===== config.mk =====
export PLATFORM = sky130hd
export DESIGN_NAME = fetch_stage
export DESIGN_NICKNAME = d
export VERILOG_FILES = /design/src/rtl/fetch_stage.sv
export SDC_FILE = /design/constraint.sdc
export NUM_CORES = 1
export LEC_CHECK = 0
export BUFFER_PORTS_ARGS = -buffer_cell sky130_fd_sc_hd__buf_4
export CORE_ASPECT_RATIO = 1.25
export CORE_UTILIZATION = 60
export CTS_BUF_LIST = sky130_fd_sc_hd__clkbuf_2
export CTS_CLUSTER_DIAMETER = 50
export DETAILED_ROUTE_END_ITERATION = 10
export PLACE_DENSITY = 0.82
export SLEW_MARGIN = 10
export SYNTH_ARGS = -nofsm -noshare
export SYNTH_HDL_FRONTEND = slang
export SYNTH_SLANG_ARGS = --single-unit

===== constraint.sdc =====
create_clock -name clk -period 4.9 [get_ports clk]
set_clock_uncertainty 0.05 [all_clocks]
set_input_delay 0.98 -clock clk [delete_from_list [all_inputs] [get_ports clk]]
set_output_delay 0.98 -clock clk [all_outputs]
set_load 0.05 [all_outputs]

===== src/rtl/fetch_stage.sv =====
// fetch_stage: IF stage of the 5-stage core; in-order prefetch FIFO feeding the IF/ID register.
// Define FETCH_PERF_CNT_EN to add the perf_bubble_cnt / perf_drop_cnt counter ports.

// sync_fifo: generic single-clock FIFO with synchronous flush; DEPTH must be a power of two.
// Latency: an entry written on one edge is at the head from the next cycle; no bypass.
// Backpressure: inRdy drops when full, outVld drops when empty; clear empties in one cycle.
module sync_fifo #(
  parameter int WIDTH = 32,
  parameter int DEPTH = 4
) (
  input  logic                     clk,
  input  logic                     reset,
  input  logic                     clear,
  input  logic                     inVld,
  output logic                     inRdy,
  input  logic [WIDTH-1:0]         inDat,
  output logic                     outVld,
  input  logic                     outRdy,
  output logic [WIDTH-1:0]         outDat,
  output logic [$clog2(DEPTH):0]   count
);
  localparam int AW = $clog2(DEPTH);
  localparam logic [AW:0] FULL_CNT = (AW+1)'(DEPTH);

  logic [WIDTH-1:0] mem [DEPTH];
  logic [AW-1:0]    wrPtr;
  logic [AW-1:0]    rdPtr;
  logic             push;
  logic             pop;

  assign inRdy  = (count != FULL_CNT);
  assign outVld = (count != '0);
  assign outDat = mem[rdPtr];
  assign push   = inVld && inRdy;
  assign pop    = outVld && outRdy;

  always_ff @(posedge clk) begin
    if (push) begin
      mem[wrPtr] <= inDat;
    end
  end

  always_ff @(posedge clk) begin
    if (reset || clear) begin
      wrPtr <= '0;
      rdPtr <= '0;
      count <= '0;
    end else begin
      if (push) begin
        wrPtr <= wrPtr + AW'(1);
      end
      if (pop) begin
        rdPtr <= rdPtr + AW'(1);
      end
      if (push && !pop) begin
        count <= count + (AW+1)'(1);
      end else if (pop && !push) begin
        count <= count - (AW+1)'(1);
      end
    end
  end
endmodule

// fetch_stage: drives PCF, issues imem requests, buffers in-order responses, loads IF/ID.
// Latency: 2 cycles from request acceptance to InstrD with a 1-cycle memory (no bypass).
// Backpressure: requests gated by FIFO credit (fifo_count+outstanding); stall_d holds IF/ID.
module fetch_stage #(
  parameter int              XLEN       = 32,
  parameter int              FIFO_DEPTH = 4,
  parameter logic [XLEN-1:0] RESET_PC   = '0,
  parameter logic [XLEN-1:0] NOP_INSTR  = 32'h0000_0013
) (
  input  logic            clk,
  input  logic            reset,
  output logic            imem_req_valid,
  input  logic            imem_req_ready,
  output logic [XLEN-1:0] imem_req_addr,
  input  logic            imem_rsp_valid,
  input  logic [XLEN-1:0] imem_rsp_data,
  input  logic            redirect_valid,
  input  logic [XLEN-1:0] redirect_pc,
  input  logic            stall_d,
  output logic            instr_valid_d,
  output logic [XLEN-1:0] InstrD,
  output logic [XLEN-1:0] PCD,
  output logic [XLEN-1:0] PCPlus4D
`ifdef FETCH_PERF_CNT_EN
  ,
  output logic [31:0]     perf_bubble_cnt,
  output logic [31:0]     perf_drop_cnt
`endif
);
  localparam int CW = $clog2(FIFO_DEPTH) + 1;

  typedef struct packed {
    logic [XLEN-1:0] instr;
    logic [XLEN-1:0] pc;
  } fetchEntry_t;

  logic [XLEN-1:0] pcF;
  logic [XLEN-1:0] rspPc;
  logic [CW-1:0]   outstanding;
  logic [CW-1:0]   dropCnt;
  logic [CW-1:0]   fifoCount;
  logic [CW:0]     inFlight;
  logic            reqFire;
  logic            rspDrop;
  logic            rspPush;
  logic            fifoInRdy;
  logic            fifoOutVld;
  logic            fifoPop;
  fetchEntry_t     pushEntry;
  fetchEntry_t     headEntry;

  // Reserving FIFO space at request time guarantees every response has a slot.
  assign inFlight       = {1'b0, fifoCount} + {1'b0, outstanding};
  assign imem_req_valid = !redirect_valid && (inFlight < (CW+1)'(FIFO_DEPTH));
  assign imem_req_addr  = pcF;
  assign reqFire        = imem_req_valid && imem_req_ready;

  // A response landing in the redirect cycle belongs to the old path as well.
  assign rspDrop   = imem_rsp_valid && (redirect_valid || (dropCnt != '0));
  assign rspPush   = imem_rsp_valid && !rspDrop;
  assign fifoPop   = !redirect_valid && !stall_d && fifoOutVld;
  assign pushEntry = '{instr: imem_rsp_data, pc: rspPc};

  sync_fifo #(
    .WIDTH ($bits(fetchEntry_t)),
    .DEPTH (FIFO_DEPTH)
  ) u_prefetch (
    .clk    (clk),
    .reset  (reset),
    .clear  (redirect_valid),
    .inVld  (rspPush),
    .inRdy  (fifoInRdy),
    .inDat  (pushEntry),
    .outVld (fifoOutVld),
    .outRdy (fifoPop),
    .outDat (headEntry),
    .count  (fifoCount)
  );

  always_ff @(posedge clk) begin
    if (reset) begin
      pcF         <= RESET_PC;
      rspPc       <= RESET_PC;
      outstanding <= '0;
      dropCnt     <= '0;
    end else begin
      if (redirect_valid) begin
        pcF <= redirect_pc;
      end else if (reqFire) begin
        pcF <= pcF + XLEN'(4);
      end

      if (redirect_valid) begin
        rspPc <= redirect_pc;
      end else if (rspPush) begin
        rspPc <= rspPc + XLEN'(4);
      end

      if (reqFire && !imem_rsp_valid) begin
        outstanding <= outstanding + CW'(1);
      end else if (!reqFire && imem_rsp_valid) begin
        outstanding <= outstanding - CW'(1);
      end

      if (redirect_valid) begin
        dropCnt <= outstanding - CW'(imem_rsp_valid);
      end else if (rspDrop) begin
        dropCnt <= dropCnt - CW'(1);
      end
    end
  end

  always_ff @(posedge clk) begin
    if (reset) begin
      instr_valid_d <= 1'b0;
      InstrD        <= NOP_INSTR;
      PCD           <= '0;
      PCPlus4D      <= '0;
    end else if (redirect_valid) begin
      instr_valid_d <= 1'b0;
      InstrD        <= NOP_INSTR;
    end else if (!stall_d) begin
      if (fifoOutVld) begin
        instr_valid_d <= 1'b1;
        InstrD        <= headEntry.instr;
        PCD           <= headEntry.pc;
        PCPlus4D      <= headEntry.pc + XLEN'(4);
      end else begin
        instr_valid_d <= 1'b0;
        InstrD        <= NOP_INSTR;
      end
    end
  end

  always_ff @(posedge clk) begin
    if (!reset) begin
      assert (!(rspPush && !fifoInRdy))
        else $error("fetch_stage: response arrived with prefetch FIFO full");
    end
  end

`ifdef FETCH_PERF_CNT_EN
  always_ff @(posedge clk) begin
    if (reset) begin
      perf_bubble_cnt <= '0;
      perf_drop_cnt   <= '0;
    end else begin
      if (!redirect_valid && !stall_d && !fifoOutVld) begin
        perf_bubble_cnt <= perf_bubble_cnt + 32'd1;
      end
      if (rspDrop) begin
        perf_drop_cnt <= perf_drop_cnt + 32'd1;
      end
    end
  end
`endif
endmodule


==> flow_summary.yaml <==
pwr:
  p_seq_frac: 0.574
  p_sw_frac: 0.274
  power.share.clock: 0.320
  irDropWorstVdd_mv: 0.221
  comb_power_share: 0.106
  switchingPower_w: 0.00194
  power_w: 0.00706
  p_leak_nw: 7.22
  powerDensity_nw_per_um2: 354
  intPower_w: 0.00513
synthesis:
  synth.area.top_cells: "edfxtp_1, dfxtp_1, mux4_2"
  synth_top_flop_cell: "edfxtp_1"
  syn_area_per_cell_um2: 13.4
  synth_cell_type_count: 61
  netlist_area_um2: 17300
  ys_seq_area_frac: 0.646
  synth-seq-cells: 430
  netlist.area_leader.share: 0.445
  async_flop_share: 0
  syn_nets: 1373
  synth_warnings: 0
  synth-edff-count: 256
  synth_cells: 1286
  synth_area_leader_cell: "edfxtp_1"
job:
  drv_cap: 0
critical_path:
  arrival_ns: 2.19
  crit_buf_inv: 1
  crit_path_max_fanout: 4
  rr_endpoint: "u_prefetch.count[2]"
  slowest_stage: "dfxtp_1"
  reg2reg_depth: 10
  endpoint_kind: "output port"
  r2r_start: "dropCnt[0]"
  r2r_slack_ns: 1.74
  start_kind: "flip-flop"
  cp_slowest_stage_delay_ns: 0.36
  path_cells: "ha_1, nor4_1, and2_1, buf_4"
  path_class: "flip-flop to output port"
  cp.required_ns: 3.87
  critPathTopFamily: "simple AND/OR/NAND/NOR gates"
placed_design:
  io_buffers: 199
  dp.final_hpwl_um: 24400
  place_congestion: 0.929
layout:
  drive_above_1_share: 0.287
  finalNetCount: 1618
  final_cell_mix: "edfxtp_1, buf_4, dfxtp_1"
  area_growth_syn_to_layout_pct: 15.5
  register_area_um2: 11200
  n_fill_cell: 1943
  multi_input_area_um2: 5660
  layout_commonest_cell: "edfxtp_1"
detailed_routing:
  drt.antenna.violating_nets: 0
  drtIter0Drc: 864
  drc: 0
  finalWirelength_um: 38000
  wl_per_cell_um: 19.3
  via_per_inst: 5.91
  drt_first_pass_iters: 5
  num_vias: 11650
timing:
  worstMarginPinSlew_ns: 0.959
  hold_violations: 0
  period_minus_slack_ns: 3.22
  fmaxAchievable_ghz: 0.311
  post-route-period-util: 0.656
  finalSetupViolCount: 0
  slew_headroom: 0.358
  rsz0062_at_grt: "no"
  tns_ns: 0
  slew_viol_final: 0
clocking:
  cts_tree: "built"
  cts.path.max_buffers: 3
  ctsResizeCount: 0
  htree_levels: 3
  numClockSinks: 430
  path_clk_slew_ns: 0.11
  postCtsHoldBufs: 0
  cts_root_buf: "clkbuf_2"
  post-cts-setup-buffers: 0
  clock_latency_ns: 0.94
  cts_buffers: 97
die:
  core_um2: 28400
  initial_core_util: 0.608
  die_x_um: 154
  fp.dieH_um: 192
  ios: 200
  die_area_um2: 29500
  row_count: 69
run_status:
  status: "complete, no violations"
min_path:
  hold_start: "imem_rsp_data[25]"
  hp-class: "primary input to flip-flop"
  whs_path_depth: 1
  whs_endpoint: "u_prefetch.mem[0][57]"
global_routing:
  grt_pass1_wl_um: 59800
  grt_antenna_before_repair: 2
  gr-total-overflow: 0
  grt_max_degree: 87
  grtUsageTotal: 0.262
  grt_pass1_vias: 11660
## worst reg2reg max path: stages, from the launching register on
cell and delay, ns:
dfxtp_1 0.32, inv_1 0.07, ha_1 0.20, nand3b_1 0.32
a211oi_1 0.78, ha_1 0.32, inv_1 0.07, fa_1 0.37
xor2_1 0.16, or3_1 0.30, a21oi_1 0.14
## per-stage QoR
step	std cells	worst slack [ns]	area, um2	hold WS (ns)	util
after CTS	1969	1.57	20000	0.0758	0.702
after global placement	1787	1.27	19000	0.396	0.670
final	1972	1.68	20000	0.179	0.703
after global routing	1972	1.51	20000	0.0739	0.703
after floorplan	1286	1.03	17300	0.410	-
after detailed placement	1787	1.16	19000	0.398	0.670
## power by group through the flow
stage               combinational, W  sequential, W  clock (W)
CTS                         0.000751        0.00405    0.00232
finish                      0.000750        0.00406    0.00226
detailed placement          0.000748        0.00413          0
global route                0.000812        0.00407    0.00250
floorplan                   0.000377        0.00425          0
global placement            0.000727        0.00412          0
## worst max path at each step
stage,end,startpoint,cells after the start
floorplan,u_prefetch.mem[0][0],imem_rsp_valid,3
global route,u_prefetch.count[2],dropCnt[0],10
global placement,u_prefetch.mem[3][53],imem_rsp_valid,5
detailed placement,u_prefetch.mem[2][53],imem_rsp_valid,5
finish,imem_req_valid,outstanding[2],4
CTS,imem_req_valid,outstanding[2],4
## layout make-up
| type | count | share of cell area |
|---|---|---|
| Sequential cell | 430 | 0.560 |
| Multi-Input combinational cell | 758 | 0.283 |
| Timing Repair Buffer | 216 | 0.0825 |
| Clock buffer | 160 | 0.0401 |
| Tap cell | 355 | 0.0223 |
| Clock inverter | 22 | 0.00621 |
| Inverter | 28 | 0.00527 |
| Antenna cell | 3 | 0.000376 |
## routing by layer
metal  GRT usage  share of wire  vias up
li1            -              -     5365
met1       0.319           0.39     5657
met2       0.452           0.51      548
met3      0.0544          0.073       80
met4       0.116          0.027        0
met5           0              0        -
## logic make-up after synthesis
logic type,share of synthesized area
DFF,0.646
and+or+nand+nor,0.109
AOI/OAI and AO/OA,0.0765
buffers and inverters,0.0271
xor gates and xnor gates,0.0375
muxes,0.0903
adders and majority gates,0.0132
## sequential cells by signal (all words and copies together) (netlist names), 30 cells and up, named ones only
signal	count
PCD	32
PCPlus4D	30
rspPc	32
InstrD	32
u_prefetch.mem	256
imem_req_addr	32
## cell usage after synthesis (4+ instances only)
master    instances
ha_1             15
a21oi_1          77
a31oi_1          13
xor2_1           49
mux4_2           51
a211oi_1         32
xnor2_1          25
inv_1            28
edfxtp_1        256
mux4_1           11
buf_2             4
buf_6             6
a22oi_1          30
nor4_1            8
and3_1           16
nand4_1          21
dfxtp_1         174
nor2_1          111
nand3_1          32
mux2i_1           5
nor3_1           15
nand2_1         140
and2_1           10
clkbuf_1         44
o22ai_1           4
buf_1            11
a21boi_0         13
o21ai_0          19
or3_1             5
nand3b_1          7
No activity file was read; power rests on OpenSTA's default activity.
